## src/rtl/operand_stage.sv

```systemverilog
// operand_stage: decode/execute boundary register for the rv32 pipeline.
// Resolves bypassed operands, enforces the load-use interlock, handles
// flush, and counts stall and bubble cycles.
//
// Ports:
//   clk, reset            clock, synchronous active-high reset
//   in_valid/in_ready     decode payload handshake
//   in_rs1/in_rs2/in_rd   source and destination register addresses
//   in_imm, in_ctrl       immediate and opaque control word
//   rs1_sel/rs2_sel       forward select: 0=REG 1=ALU 2=EXE 3=MEM
//   reg_rs1/reg_rs2       register-file read data
//   alu_data/exe_data/mem_data  bypass sources
//   ex_valid/ex_load/ex_rd      instruction currently in execute
//   flush                 discard held and incoming instruction
//   out_valid/out_ready   execute payload handshake
//   out_op1/out_op2/out_rd/out_imm/out_ctrl  registered payload
//   stall_count           cycles decode was blocked (not flushing)
//   bubble_count          load-use bubbles inserted
module operand_stage #(
    parameter int XLEN        = 32,
    parameter int CTRL_WIDTH  = 16,
    parameter int COUNT_WIDTH = 32
) (
    input  logic                   clk,
    input  logic                   reset,
    input  logic                   in_valid,
    output logic                   in_ready,
    input  logic [4:0]             in_rs1,
    input  logic [4:0]             in_rs2,
    input  logic [4:0]             in_rd,
    input  logic [XLEN-1:0]        in_imm,
    input  logic [CTRL_WIDTH-1:0]  in_ctrl,
    input  logic [1:0]             rs1_sel,
    input  logic [1:0]             rs2_sel,
    input  logic [XLEN-1:0]        reg_rs1,
    input  logic [XLEN-1:0]        reg_rs2,
    input  logic [XLEN-1:0]        alu_data,
    input  logic [XLEN-1:0]        exe_data,
    input  logic [XLEN-1:0]        mem_data,
    input  logic                   ex_valid,
    input  logic                   ex_load,
    input  logic [4:0]             ex_rd,
    input  logic                   flush,
    output logic                   out_valid,
    input  logic                   out_ready,
    output logic [XLEN-1:0]        out_op1,
    output logic [XLEN-1:0]        out_op2,
    output logic [4:0]             out_rd,
    output logic [XLEN-1:0]        out_imm,
    output logic [CTRL_WIDTH-1:0]  out_ctrl,
    output logic [COUNT_WIDTH-1:0] stall_count,
    output logic [COUNT_WIDTH-1:0] bubble_count
);

    localparam logic [1:0] SEL_REG = 2'd0;
    localparam logic [1:0] SEL_ALU = 2'd1;
    localparam logic [1:0] SEL_EXE = 2'd2;
    localparam logic [1:0] SEL_MEM = 2'd3;

    logic            load_use;
    logic            slot_free;
    logic            accept;
    logic            stall;
    logic            bubble;
    logic [XLEN-1:0] op1;
    logic [XLEN-1:0] op2;

    assign load_use = in_valid && ex_valid && ex_load
                      && (ex_rd != 5'd0)
                      && (ex_rd == in_rs1 || ex_rd == in_rs2);

    assign slot_free = !out_valid || out_ready;
    assign in_ready  = !flush && !load_use && slot_free;
    assign accept    = in_valid && in_ready;
    assign stall     = in_valid && !in_ready && !flush;
    // A bubble is only inserted when the output slot would otherwise
    // take a new instruction; under hold the old payload stays put.
    assign bubble    = load_use && slot_free && !flush;

    // x0 never forwards: a bypass of a write to x0 must not leak in.
    always_comb begin
        op1 = reg_rs1;
        if (in_rs1 != 5'd0) begin
            unique case (rs1_sel)
                SEL_REG: op1 = reg_rs1;
                SEL_ALU: op1 = alu_data;
                SEL_EXE: op1 = exe_data;
                SEL_MEM: op1 = mem_data;
            endcase
        end
    end

    always_comb begin
        op2 = reg_rs2;
        if (in_rs2 != 5'd0) begin
            unique case (rs2_sel)
                SEL_REG: op2 = reg_rs2;
                SEL_ALU: op2 = alu_data;
                SEL_EXE: op2 = exe_data;
                SEL_MEM: op2 = mem_data;
            endcase
        end
    end

    always_ff @(posedge clk) begin
        if (reset) begin
            out_valid    <= 1'b0;
            out_op1      <= '0;
            out_op2      <= '0;
            out_rd       <= '0;
            out_imm      <= '0;
            out_ctrl     <= '0;
            stall_count  <= '0;
            bubble_count <= '0;
        end else if (flush) begin
            out_valid <= 1'b0;
        end else begin
            if (accept) begin
                out_valid <= 1'b1;
                out_op1   <= op1;
                out_op2   <= op2;
                out_rd    <= in_rd;
                out_imm   <= in_imm;
                out_ctrl  <= in_ctrl;
            end else if (out_ready) begin
                out_valid <= 1'b0;
            end
            if (stall) begin
                stall_count <= stall_count + 1'b1;
            end
            if (bubble) begin
                bubble_count <= bubble_count + 1'b1;
            end
        end
    end

endmodule

```

## config.mk

```make
export PLATFORM = sky130hd
export DESIGN_NAME = operand_stage
export DESIGN_NICKNAME = d
export VERILOG_FILES = /design/src/rtl/operand_stage.sv
export SDC_FILE = /design/constraint.sdc
export NUM_CORES = 1
export LEC_CHECK = 0
export ABC_AREA = 1
export BUFFER_PORTS_ARGS = -buffer_cell sky130_fd_sc_hd__buf_2
export CAP_MARGIN = 20
export CORE_AREA = 2 2 166 168
export CTS_BUF_LIST = sky130_fd_sc_hd__clkbuf_8
export CTS_CLUSTER_SIZE = 30
export DETAILED_ROUTE_END_ITERATION = 16
export DIE_AREA = 0 0 168 170
export PLACE_DENSITY = 0.67
export SKIP_CTS_REPAIR_TIMING = 1
export SLEW_MARGIN = 20
export SYNTH_ARGS = -nofsm -noshare
export SYNTH_HDL_FRONTEND = slang
export SYNTH_SLANG_ARGS = --single-unit
```

## constraint.sdc

```tcl
create_clock -name clk -period 4.8 [get_ports clk]
set_clock_uncertainty 0.15 [all_clocks]
set_input_delay 0.72 -clock clk [delete_from_list [all_inputs] [get_ports clk]]
set_output_delay 0.72 -clock clk [all_outputs]
set_load 0.1 [all_outputs]
```

## Word-level counts from Yosys, hierarchy flattened

Index checks and enable logic that the tools add are counted.

| cells by class | value |
|---|---|
| add/subtract/negate cells | 2 |
| equality and inequality tests | 8 |
| mux-type cells | 6 |
| bitwise logic cells | 1 |
| reductions and logical operators | 27 |

Operator list:

| operator | count |
|---|---|
| one-hot mux 32 bit (4 select lines) | 2 |
| adder 32 x 1 -> 32 bit (second input constant) | 2 |
| 2-to-1 mux 32 bit | 2 |
| nonzero test 5 bit | 3 |
| logical AND 1 bit | 11 |
| == test 5 bit | 2 |
| == test 2 bit (second input constant) | 4 |
| AND reduction 2 bit | 3 |
| == test 2 x 1 -> 1 bit (second input constant) | 2 |
| logical NOT 1 bit | 4 |
| logical NOT 2 bit | 2 |
| logical OR 1 bit | 2 |
| 2-to-1 mux 1 bit | 2 |
| nonzero test 2 bit | 1 |
| OR reduction 2 bit | 1 |
| inverter 1 bit | 1 |

| storage, ports and cells | value |
|---|---|
| register bits after elaboration | 182 |
| bits of input ports | 239 |

## Longest topological paths before layout

Gate-level depths: netlist of run 1.

| logic depth | value |
|---|---|
| word-level depth | 11 |
| gate-level depth with buffers | 13 |

## Worst setup path after synthesis of run 1

OpenSTA, ideal clock, no wires.

| path | value |
|---|---|
| path type | register to output |
| from | register out_valid |
| to | output port in_ready |
| arrival | 1859 ps |
| data required time | 3930 ps |
| setup slack | 2071 ps |
| stages on the path, launching flop included | 7 |
| buffers on the path | 1 |
| path through | dfxtp_1 nand2_1 inv_1 nor2_1 nand2_4 inv_4 buf_2 |

| on the way | value |
|---|---|
| longest elaborated chain between the ends | 3 |

Ends and longest elaborated chain:

| what | line | source |
|---|---|---|
| start, declared | 44 | `output logic out_valid,` |
| start signal, assigned | 107 | `out_valid <= 1'b0;` |
| start signal, assigned | 116 | `out_valid <= 1'b0;` |
| start signal, assigned | 119 | `out_valid <= 1'b1;` |
| logical NOT 1 bit | 72 | `assign slot_free = !out_valid \|\| out_ready;` |
| logical OR 1 bit | 72 |  |
| logical AND 1 bit | 73 | `assign in_ready = !flush && !load_use && slot_free;` |
| end, declared | 27 | `output logic in_ready,` |

No other way between the ends.

## Final worst setup path of run 1

| path | value |
|---|---|
| from | input port ex_rd[0] |
| to | output port in_ready |

| on the way | value |
|---|---|
| longest elaborated chain between the ends | 6 |

Ends and longest elaborated chain:

| what | line | source |
|---|---|---|
| start, declared | 42 | `input logic [4:0] ex_rd,` |
| == test 5 bit or nonzero test 5 bit (tied branches) | 70, 69 |  |
| logical OR 1 bit or logical AND 1 bit (tied branches) | 70, 69 |  |
| logical AND 1 bit * | 70 | `&& (ex_rd == in_rs1 \|\| ex_rd == in_rs2);` |
| logical NOT 1 bit * | 73 |  |
| logical AND 1 bit * (2 in series) | 73 |  |

Mark *: on every way between the ends. The rest lies on a longest branch, timed or not.

==> run summary, run 1 <==
Worst slew pin tran -> 997 ps
Final #Nets -> 2280
Die area -> 28600 µm²
Netlist cell types -> 32
Maximum capacitance violations -> 0
Synth area leaders -> dfxtp_1 35%, nand2_1 15%, nor2_1 8.3%
Synth Area in Simple Gates -> 35.5%
ANT nets after route -> 0
Top Family by Delay on Critical Path -> buffers and inverters
Yosys Warn Count -> 0
Critical Path Stages -> 9
WP buf/inv -> 4
Clock Latency Late Sink -> 460 ps
Syn Nets -> 1933
Layout area overhead -> 25.2%
Final worst-path cycle share -> 63.3%
DR WL/cell -> 17.8 µm
Sequential fraction of the synthesis area -> 34.9%
Largest net degree at the start of global routing -> 80
Area leader, netlist -> dfxtp_1
Vias -> 12600
Layout cells sized above 1 -> 23.6%
Status -> completed
Number of global-route vias before repair -> 11600
Final wirelength -> 42.8 mm
Overall global routing resource usage -> 28.8%
Slew Limit Headroom -> 33.6%
Hold Violations, Final -> 0
Total power draw -> 3630 µW
I/O pin total -> 422
Area of the mapped netlist -> 10400 µm²
Slowest cell on crit path -> buf_2
FFs w/ async S/R, synth -> 0%
Worst-path maximum fanout -> 18
Worst hold-check path type -> flop to flop
Critical path launch point type -> primary input
Clock tree sinks -> 182
Crit path capture type -> primary output
Input/output buffers -> 421
Vias per cell -> 5.23
Most common cell in the netlist -> nand2_1
Slowest cell delay on critical path -> 470 ps
#FFs+latches synth -> 182
Synth Area in Compound Gates -> 14.9%
Routability cong. -> 0.931
Die Width -> 168 µm
Mux cell area share after synthesis -> 0%
Residual DRC -> 0
Commonest cells post-synth -> 415 x nand2_1, 230 x nor2_1, 185 x inv_1
Final Critical Period -> 3040 ps
Clock-pin slew on the worst setup and hold paths -> 110 ps
Root Buffer -> clkbuf_8
Area share of the largest cell type after synthesis -> 34.9%
Starting Density -> 39.2%
Leak -> 0.00624 µW
Num CTS Buffers -> 17
First-pass GRT wire length -> 64.5 mm
CTS tree -> done
DPL Wire Length -> 32.0 mm
WP data arrival -> 2170 ps
Main combinational cell family by area after synthesis -> simple AND/OR/NAND/NOR gates
Final setup fails -> 0
Post-Synth XOR/XNOR Area -> 2.93%
CP required -> 3930 ps
RSZ-0062 raised after global routing -> false
GRT overflow -> 0
Worst-case reg-to-reg path depth -> 7
DIE HEIGHT -> 170 µm
Core ar. -> 26700 µm²
Hold Path Stages -> 2
Fin. max-slew vios -> 0
Pwr per Cell Area -> 277 nW/µm²
Mean post-synth cell area -> 6.17 µm²
Max Clock Freq -> 329 MHz
Peak VDD IR -> 0.166 mV
Ys flop type -> dfxtp_1
Cell count after synthesis -> 1692
Maximum clock path buffer count -> 2
Final TNS setup -> 0 ps
Initial drt markers -> 936
Synth Area in Adders -> 0.240%
Antenna violations before repair -> 7
H-tree depth -> 4
Drt pass-1 iters -> 5
Crit-path cells -> buf_2 -> nor2_1 -> nand4_1 -> nand4_1 -> inv_1 -> nand2_2 -> nand2_4 -> inv_4 -> buf_2
Number of synthesized flops with an enable pin -> 0
Row Count -> 60
Setup CP Type -> primary input to primary output
## power breakdown
| group | switching [µW] | internal, µW |
|---|---|---|
| Clock | 673 | 454 |
| Sequential | 25.3 | 1560 |
| Combinational | 704 | 213 |
## logic make-up after synthesis
family | Yosys count
flops | 182
fa+ha+maj | 2
compound gates | 293
xor+xnor | 35
simple gates | 881
buf+inv | 299
## worst paths after layout
kind                             startpoint         endpoint  slack [ps]
worst max-delay path               ex_rd[0]         in_ready        1760
worst max register to register    out_valid  bubble_count[3]        2010
worst min-delay path            out_imm[21]      out_imm[21]         320
worst min register to register  out_imm[21]      out_imm[21]         320
## cell usage in the layout (no fill, tap or decap), drive strengths merged, types with 18 or more instances in the layout
cell	instances
a21oi	159
buf	437
clkbuf	18
dfxtp	182
inv	199
nand2	417
nand3	161
nand4	40
nor2	231
nor3	24
o21ai	69
o22ai	65
xor2	23
## metal layers
layer | GRT usage [%] | up-vias | wire length, µm
met1 | 36.0 | 5783 | 18000
met3 | 5.47 | 87 | 2890
li1 | - | 6169 | -
met4 | 13.7 | 0 | 1900
met2 | 48.0 | 521 | 19900
met5 | 0 | - | 0
## metrics by stage
| stage | utilization [%] | instances | setup WS (ps) | cell area (µm²) | hold WS (ps) |
|---|---|---|---|---|---|
| finish | 49.1 | 2401 | 1760 | 13100 | 318 |
| global route | 49.0 | 2399 | 1640 | 13100 | 324 |
| CTS | 49.0 | 2393 | 1750 | 13100 | 321 |
| detailed placement | 47.4 | 2361 | 1480 | 12600 | 304 |
| global placement | 47.4 | 2361 | 1590 | 12600 | 299 |
| floorplan | - | 1692 | 2070 | 10400 | 730 |
## registers in the layout, summed over array words and instances (netlist names)
register / cells
out_imm: 32
bubble_count: 32
out_rd: 5
stall_count: 32
out_ctrl: 16
out_op1: 32
out_valid: 1
out_op2: 32
## worst register-to-register path: stages, from the launching register on
cell and delay (ps):
dfxtp_1 320, nand2_1 80, inv_1 50, nor2_1 370
nand3_2 680, inv_2 720, nand3_1 120, and3_1 190
## layout make-up
| type | count | area (µm²) |
|---|---|---|
| clock inverter | 14 | 163 |
| sequential | 182 | 3640 |
| fill | 2855 | 13600 |
| antenna | 8 | 20.0 |
| inverter | 190 | 716 |
| timing repair buffer | 437 | 2240 |
| tap | 341 | 427 |
| multi-input combinational | 1211 | 5620 |
| clock buffer | 18 | 248 |
Note: power is estimated with default switching activity, not from simulation.
==> run 2, diff against run 1 <==
--- a/config.mk
+++ b/config.mk
@@ -5,14 +5,14 @@
 export SDC_FILE = /design/constraint.sdc
 export NUM_CORES = 1
 export LEC_CHECK = 0
-export ABC_AREA = 1
+export ABC_AREA = 0
 export BUFFER_PORTS_ARGS = -buffer_cell sky130_fd_sc_hd__buf_2
 export CAP_MARGIN = 20
-export CORE_AREA = 2 2 166 168
+export CORE_AREA = 2 2 163 165
 export CTS_BUF_LIST = sky130_fd_sc_hd__clkbuf_8
 export CTS_CLUSTER_SIZE = 30
 export DETAILED_ROUTE_END_ITERATION = 16
-export DIE_AREA = 0 0 168 170
+export DIE_AREA = 0 0 165 167
 export PLACE_DENSITY = 0.67
 export SKIP_CTS_REPAIR_TIMING = 1
 export SLEW_MARGIN = 20
==> constraint.sdc (replaced) <==
create_clock -name clk -period 2.65 [get_ports clk]
set_clock_uncertainty 0.15 [all_clocks]
set_input_delay 0.3975 -clock clk [delete_from_list [all_inputs] [get_ports clk]]
set_output_delay 0.3975 -clock clk [all_outputs]
set_load 0.1 [all_outputs]
==> run 2 against run 1 <==
Net effect: non-clock buffer count up 63; synthesized area down 10%; clock power up 65%; cell count down 17%; total power up 77%; largest power group unchanged; highest routed layer is now met5.
==> run summary, run 2 <==
Routability cong. -> 0.930 (about the same)
Netlist cell types -> 46 (+44%)
Clock-pin slew on the worst setup and hold paths -> 100 ps (about the same)
First-pass GRT wire length -> 54.8 mm (-15%)
Crit-path cells -> nand2b_1 -> nor2b_1 -> buf_4 -> a21boi_4 -> buf_4 -> buf_12
RSZ-0062 raised after global routing -> false
Fillers -> 2580 (-9.6%)
DP Worst Slack -> 44.4 ps (-1440 ps)
Area share of the largest cell type after synthesis -> 38.9% (+4.0 points)
Layout area overhead -> 37.2%
Final wirelength -> 36.5 mm (-15%)
Total power draw -> 6430 µW (+77%)
FFs w/ async S/R, synth -> 0% (unchanged)
Ys flop type -> dfxtp_1
Switching Share -> 37.1% (-1.6 points)
Clock tree sinks -> 182 (unchanged)
Mean post-synth cell area -> 7.66 µm² (+24%)
Util after Layout -> 49.9% (+0.85 points)
Max Clock Freq -> 403 MHz
Worst slew pin tran -> 1000 ps (+4.47 ps)
DR WL/cell -> 18.2 µm (+2.1%)
Row Count -> 59 (-1.7%)
Critical path launch point type -> flop
Vias per cell -> 5.33 (+1.9%)
Die area -> 27600 µm² (-3.5%)
Die Width -> 165 µm (-1.8%)
Post-Place Cell Area -> 12100 µm² (-4.5%)
Num CTS Buffers -> 17 (unchanged)
CTS tree -> done
Psw -> 2380 µW (+70%)
I/O pin total -> 422 (unchanged)
Commonest cells post-synth -> 329 x nand2_1, 182 x dfxtp_1, 161 x a21oi_1
Slowest cell delay on critical path -> 370 ps (-100 ps)
Overall global routing resource usage -> 25.5% (-3.3 points)
Number of global-route vias before repair -> 9979 (-14%)
Crit path capture type -> primary output
Root Buffer -> clkbuf_8
Top Family by Delay on Critical Path -> buffers and inverters
Residual DRC -> 0 (unchanged)
Peak VDD IR -> 0.264 mV (+60%)
Fin worst setup slack -> 169 ps (-1590 ps)
Sequential fraction of the synthesis area -> 38.9% (+4.0 points)
GRT overflow -> 0 (unchanged)
Worst-path maximum fanout -> 12 (-6)
Maximum capacitance violations -> 0 (unchanged)
Largest net degree at the start of global routing -> 121 (+51%)
Maximum clock path buffer count -> 2 (unchanged)
Starting Density -> 36.4% (-2.8 points)
Setup CP Type -> flop to primary output
Final worst-path cycle share -> 93.6%
Slew Limit Headroom -> 33.3% (-0.30 points)
Cell count after synthesis -> 1223 (-28%)
Leak -> 0.00548 µW (-12%)
Area of the mapped netlist -> 9370 µm² (-10%)
Highest-count cells in the layout ignoring fill and taps -> 419 x buf_2, 329 x nand2_1, 161 x a21oi_1
Antenna violations before repair -> 14 (+7)
ANT nets after route -> 0 (unchanged)
Final Critical Period -> 2480 ps
Cell internal pwr -> 4040 µW (+82%)
#FFs+latches synth -> 182 (unchanged)
Vias -> 10700 (-15%)
Hold Violations, Final -> 0 (unchanged)
Fin. max-slew vios -> 0 (unchanged)
Initial drt markers -> 882 (-5.8%)
Syn Nets -> 1464 (-24%)
Slowest cell on crit path -> a21boi_4
Layout cells sized above 1 -> 37.1% (+13 points)
Pwr per Cell Area -> 500 nW/µm² (+80%)
Worst hold-check path type -> primary input to flop
Combinational power share -> 26.4% (+1.1 points)
Final #Nets -> 1884 (-17%)
DPL Wire Length -> 27.4 mm (-14%)
Input/output buffers -> 421 (unchanged)
Clock Latency Late Sink -> 460 ps (about the same)
Yosys Warn Count -> 0 (unchanged)
Status -> completed
Final instance area -> 12900 µm² (-1.6%)
Synth area leaders -> dfxtp_1 39%, nand2_1 13%, mux2_2 9.4%
Number of synthesized flops with an enable pin -> 0 (unchanged)
Commonest non-fill, non-tap cell in the layout -> buf_2
WP buf/inv -> 3 (-1)
H-tree depth -> 4 (unchanged)
Most common cell in the netlist -> nand2_1
CP required -> 2100 ps (-1830 ps)
Final setup fails -> 0 (unchanged)
Drt pass-1 iters -> 6 (+1)
WP data arrival -> 1930 ps (-240 ps)
Clock power share -> 29.1% (-2.0 points)
DIE HEIGHT -> 167 µm (-1.8%)
CP dominant cell by count -> buf_4
Area leader, netlist -> dfxtp_1
Reg power frac -> 44.5% (+0.9 points)
Core ar. -> 25800 µm² (-3.3%)
-- run 2: through the flow --
stage / TNS (ps) / cells / hold slack [ps]
floorplan: -101 / 1223 / 326
global placement: 0 / 1922 / 286
detailed placement: 0 / 1922 / 292
CTS: 0 / 1954 / -42.7
global route: 0 / 2003 / 1.51
finish: 0 / 2004 / 9.35
-- run 2: worst reg2reg max path, stage by stage (launching register included) --
cell and delay [ps]:
dfxtp_2 380, and4_1 220, and3_4 210, nand4_1 150, or3_1 570, nor4_2 300, mux2_1 350
-- run 2: worst paths after layout --
check,startpoint,to,slack [ps],depth (start not counted)
worst min-delay path,in_ctrl[7],out_ctrl[7],9,3
worst min register to register,out_op2[11],out_op2[11],300,2
worst max register to register,bubble_count[4],bubble_count[21],210,6
worst max-delay path,out_valid,in_ready,170,6
-- run 2: cell type report --
cell class | count | area, µm² | share of cell area (%)
Inverter | 9 | 33.8 | 0.263
Clock buffer | 18 | 248 | 1.93
Multi-Input combinational cell | 933 | 5340 | 41.5
Antenna cell | 13 | 32.5 | 0.253
Clock inverter | 14 | 131 | 1.02
Tap cell | 335 | 419 | 3.26
Timing Repair Buffer | 500 | 2980 | 23.2
Sequential cell | 182 | 3680 | 28.6
-- run 2: logic make-up after synthesis --
kind of cell,synth area share [%]
flip-flops,38.9
adder cells (fa/ha/maj),0.267
buffers and inverters,4.55
AO/OA/AOI/OAI,21.3
XOR/XNOR,1.21
AND/OR/NAND/NOR,24.2
multiplexers,9.60
-- run 2: power by group through the flow --
| stage | combinational, µW | sequential (µW) | clock, µW |
|---|---|---|---|
| 2_1_floorplan | 508 | 3540 | 0 |
| 3_3_place_gp | 1630 | 2920 | 0 |
| 3_5_place_dp | 1640 | 2920 | 0 |
| 4_1_cts | 1650 | 2860 | 1930 |
| 5_1_grt | 1790 | 2870 | 2050 |
| 6_report | 1700 | 2860 | 1870 |
-- run 2: routing by layer --
layer / global-route usage, % / up-vias / part of all wire (%)
met3: 8.24 / 76 / 8.8
met5: 0 / - / 0.036
li1: - / 5179 / -
met2: 41.3 / 431 / 48
met4: 12.2 / 2 / 4.0
met1: 30.5 / 4992 / 40
==> run 3, diff against run 2 <==
--- a/config.mk
+++ b/config.mk
@@ -8,12 +8,12 @@
 export ABC_AREA = 0
 export BUFFER_PORTS_ARGS = -buffer_cell sky130_fd_sc_hd__buf_2
 export CAP_MARGIN = 20
-export CORE_AREA = 2 2 163 165
+export CORE_AREA = 2 2 210 109
 export CTS_BUF_LIST = sky130_fd_sc_hd__clkbuf_8
 export CTS_CLUSTER_SIZE = 30
 export DETAILED_ROUTE_END_ITERATION = 16
-export DIE_AREA = 0 0 165 167
-export PLACE_DENSITY = 0.67
+export DIE_AREA = 0 0 212 111
+export PLACE_DENSITY = 0.78
 export SKIP_CTS_REPAIR_TIMING = 1
 export SLEW_MARGIN = 20
 export SYNTH_ARGS = -nofsm -noshare
==> run 3 against run 2 <==
Net effect: wire length up 5.0%; hold slack better by 100 ps; register-to-register slack worse by 20 ps; sequential cell count unchanged; clock power about the same; total power up 0.36%; die area down 15%; sequential power about the same; cell count down 1.1%; fmax up 1.0%.
==> run summary, run 3 (same netlist as run 2, synthesis figures left out) <==
Status -> completed
Layout cells sized above 1 -> 36.4% (-0.70 points)
Crit-path cells -> and4_1 -> and3_4 -> nand4_1 -> or3_1 -> nor4_1 -> mux2_2
Core ar. -> 22000 µm² (-15%)
Worst hold-check path type -> primary input to flop
Clock Latency Late Sink -> 500 ps (+40 ps)
Final worst-path cycle share -> 92.7% (-0.93 points)
DR WL/cell -> 19.3 µm (+6.1%)
WHS -> 109 ps (+99.6 ps)
Max Clock Freq -> 407 MHz (+1.0%)
Maximum capacitance violations -> 0 (unchanged)
Slowest cell on crit path -> or3_1
Final Critical Period -> 2460 ps (-24.6 ps)
Final instance area -> 12800 µm² (about the same)
Critical R2R Capture -> bubble_count[28]
Antenna violations before repair -> 13 (-1)
Die Width -> 212 µm (+28%)
Number of global-route vias before repair -> 9612 (-3.7%)
Most crowded layer after global routing -> met2
Reg2Reg Setup Slack -> 190 ps (-20 ps)
Worst-path maximum fanout -> 7 (-5)
Row Count -> 39 (-34%)
Fillers -> 1901 (-26%)
Initial drt markers -> 1352 (+53%)
HP Start -> reg_rs2[19]
Clock power share -> 28.7% (-0.4 points)
Final setup fails -> 0 (unchanged)
Clock tree sinks -> 182 (unchanged)
Commonest non-fill, non-tap cell in the layout -> buf_2
Critical path launch point type -> flop
Peak VDD IR -> 0.381 mV (+44%)
DIE HEIGHT -> 111 µm (-34%)
CTS tree -> done
RSZ-0062 raised after global routing -> false
Layout area overhead -> 37.1% (about the same)
Overall global routing resource usage -> 29.8% (+4.2 points)
Psw -> 2410 µW (+1.0%)
Worst slew pin tran -> 976 ps (-25.4 ps)
Clock-pin slew on the worst setup and hold paths -> 110 ps (about the same)
Die area -> 23500 µm² (-15%)
I/O pin total -> 422 (unchanged)
Pwr per Cell Area -> 502 nW/µm² (+0.43%)
Setup CP Type -> flop to flop
Post-Place Cell Area -> 11900 µm² (-1.3%)
CP required -> 2900 ps (+800 ps)
Met3 Use GR -> 9.60% (+1.4 points)
Final #Nets -> 1894 (+0.53%)
Num CTS Buffers -> 17 (unchanged)
Vias per cell -> 5.61 (+5.3%)
Worst-case reg-to-reg path depth -> 6 (unchanged)
Switching Share -> 37.3% (+0.25 points)
Worst Hold End -> out_op2[19]
DP Cell Count -> 1887 (-1.8%)
Hold Path Stages -> 5 (+2)
Root Buffer -> clkbuf_8
Final wirelength -> 38.3 mm (+5.0%)
Vias -> 11100 (+4.2%)
Maximum clock path buffer count -> 2 (unchanged)
Highest-count cells in the layout ignoring fill and taps -> 419 x buf_2, 329 x nand2_1, 161 x a21oi_1
Crit path capture type -> flop
Fin. max-slew vios -> 0 (unchanged)
Starting Density -> 42.6% (+6.2 points)
H-tree depth -> 4 (unchanged)
Finished Layout Cells -> 1982 (-1.1%)
Reg power frac -> 44.4% (about the same)
Input/output buffers -> 421 (unchanged)
GRT overflow -> 0 (unchanged)
ANT nets after route -> 0 (unchanged)
Hold Violations, Final -> 0 (unchanged)
WP data arrival -> 2710 ps (+780 ps)
First-pass GRT wire length -> 53.7 mm (-2.0%)
Met1 usage -> 40.4% (+10 points)
Routability cong. -> 1.01 (+8.8%)
Drt pass-1 iters -> 5 (-1)
Final TNS setup -> 0 ps (unchanged)
Leak -> 0.00549 µW (+0.32%)
Met2 Use GR -> 43.9% (+2.6 points)
Worst r2r src -> bubble_count[4]
Slowest cell delay on critical path -> 560 ps (+190 ps)
DPL Wire Length -> 27.3 mm (-0.18%)
Largest net degree at the start of global routing -> 127 (+5.0%)
Slew Limit Headroom -> 35.0% (+1.7 points)
Residual DRC -> 0 (unchanged)
Cell internal pwr -> 4040 µW (about the same)
Combinational power share -> 26.9% (+0.5 points)
==> run 3: changes by cell type in the layout (fill, tap and decap cells not counted), moves of 2 or more <==
cell           change
clkinvlp_4         -3
clkinv_2           +2
diode_2            -4
buf_12             -6
inv_8              -4
dlygate4sd3_1     +17
==> run 3: final cells by class <==
| cell class | count | area, µm² | area share (%) |
|---|---|---|---|
| Antenna cell | 9 | 22.5 | 0.175 |
| Timing Repair Buffer | 510 | 3020 | 23.5 |
| Multi-Input combinational cell | 933 | 5340 | 41.6 |
| Tap cell | 307 | 384 | 2.99 |
| Clock inverter | 13 | 111 | 0.867 |
| Clock buffer | 19 | 262 | 2.04 |
| Sequential cell | 182 | 3680 | 28.6 |
| Inverter | 9 | 33.8 | 0.263 |
==> run 3: routing by layer <==
layer  part of all wire, %  routed length [µm]
met4                   3.3                1260
met3                    11                4290
met5                 0.071                  27
met2                    43               16400
met1                    43               16300
==> run 3: power by group through the flow <==
stage	combinational, µW	clock (µW)	sequential [µW]
global placement	1610	0	2920
detailed placement	1630	0	2920
floorplan	508	0	3540
finish	1730	1850	2870
CTS	1640	1870	2860
global route	1810	1990	2870
==> run 3: worst max-delay path by stage <==
stage	start	end	cells past startpoint
floorplan	stall_count[14]	stall_count[31]	5
global placement	ex_rd[4]	stall_count[25]	8
detailed placement	ex_rd[4]	stall_count[29]	8
CTS	out_valid	in_ready	5
global route	out_valid	in_ready	5
finish	bubble_count[4]	bubble_count[28]	6
==> run 3: per-stage QoR <==
step                      worst slack, ps  util (%)  total power [µW]
after CTS                             204      55.8              6370
after global routing                 85.5      58.3              6670
after detailed placement             75.8      54.1              4560
after global placement                162      54.1              4530
after floorplan                      -101         -              4050
final                                 193      58.4              6450
==> run 3: critical path, delay by kind of cell (launching register included) <==
kind | cells | cell delay [ps]
mux | 1 | 370
flops | 1 | 390
simple gates | 5 | 1440
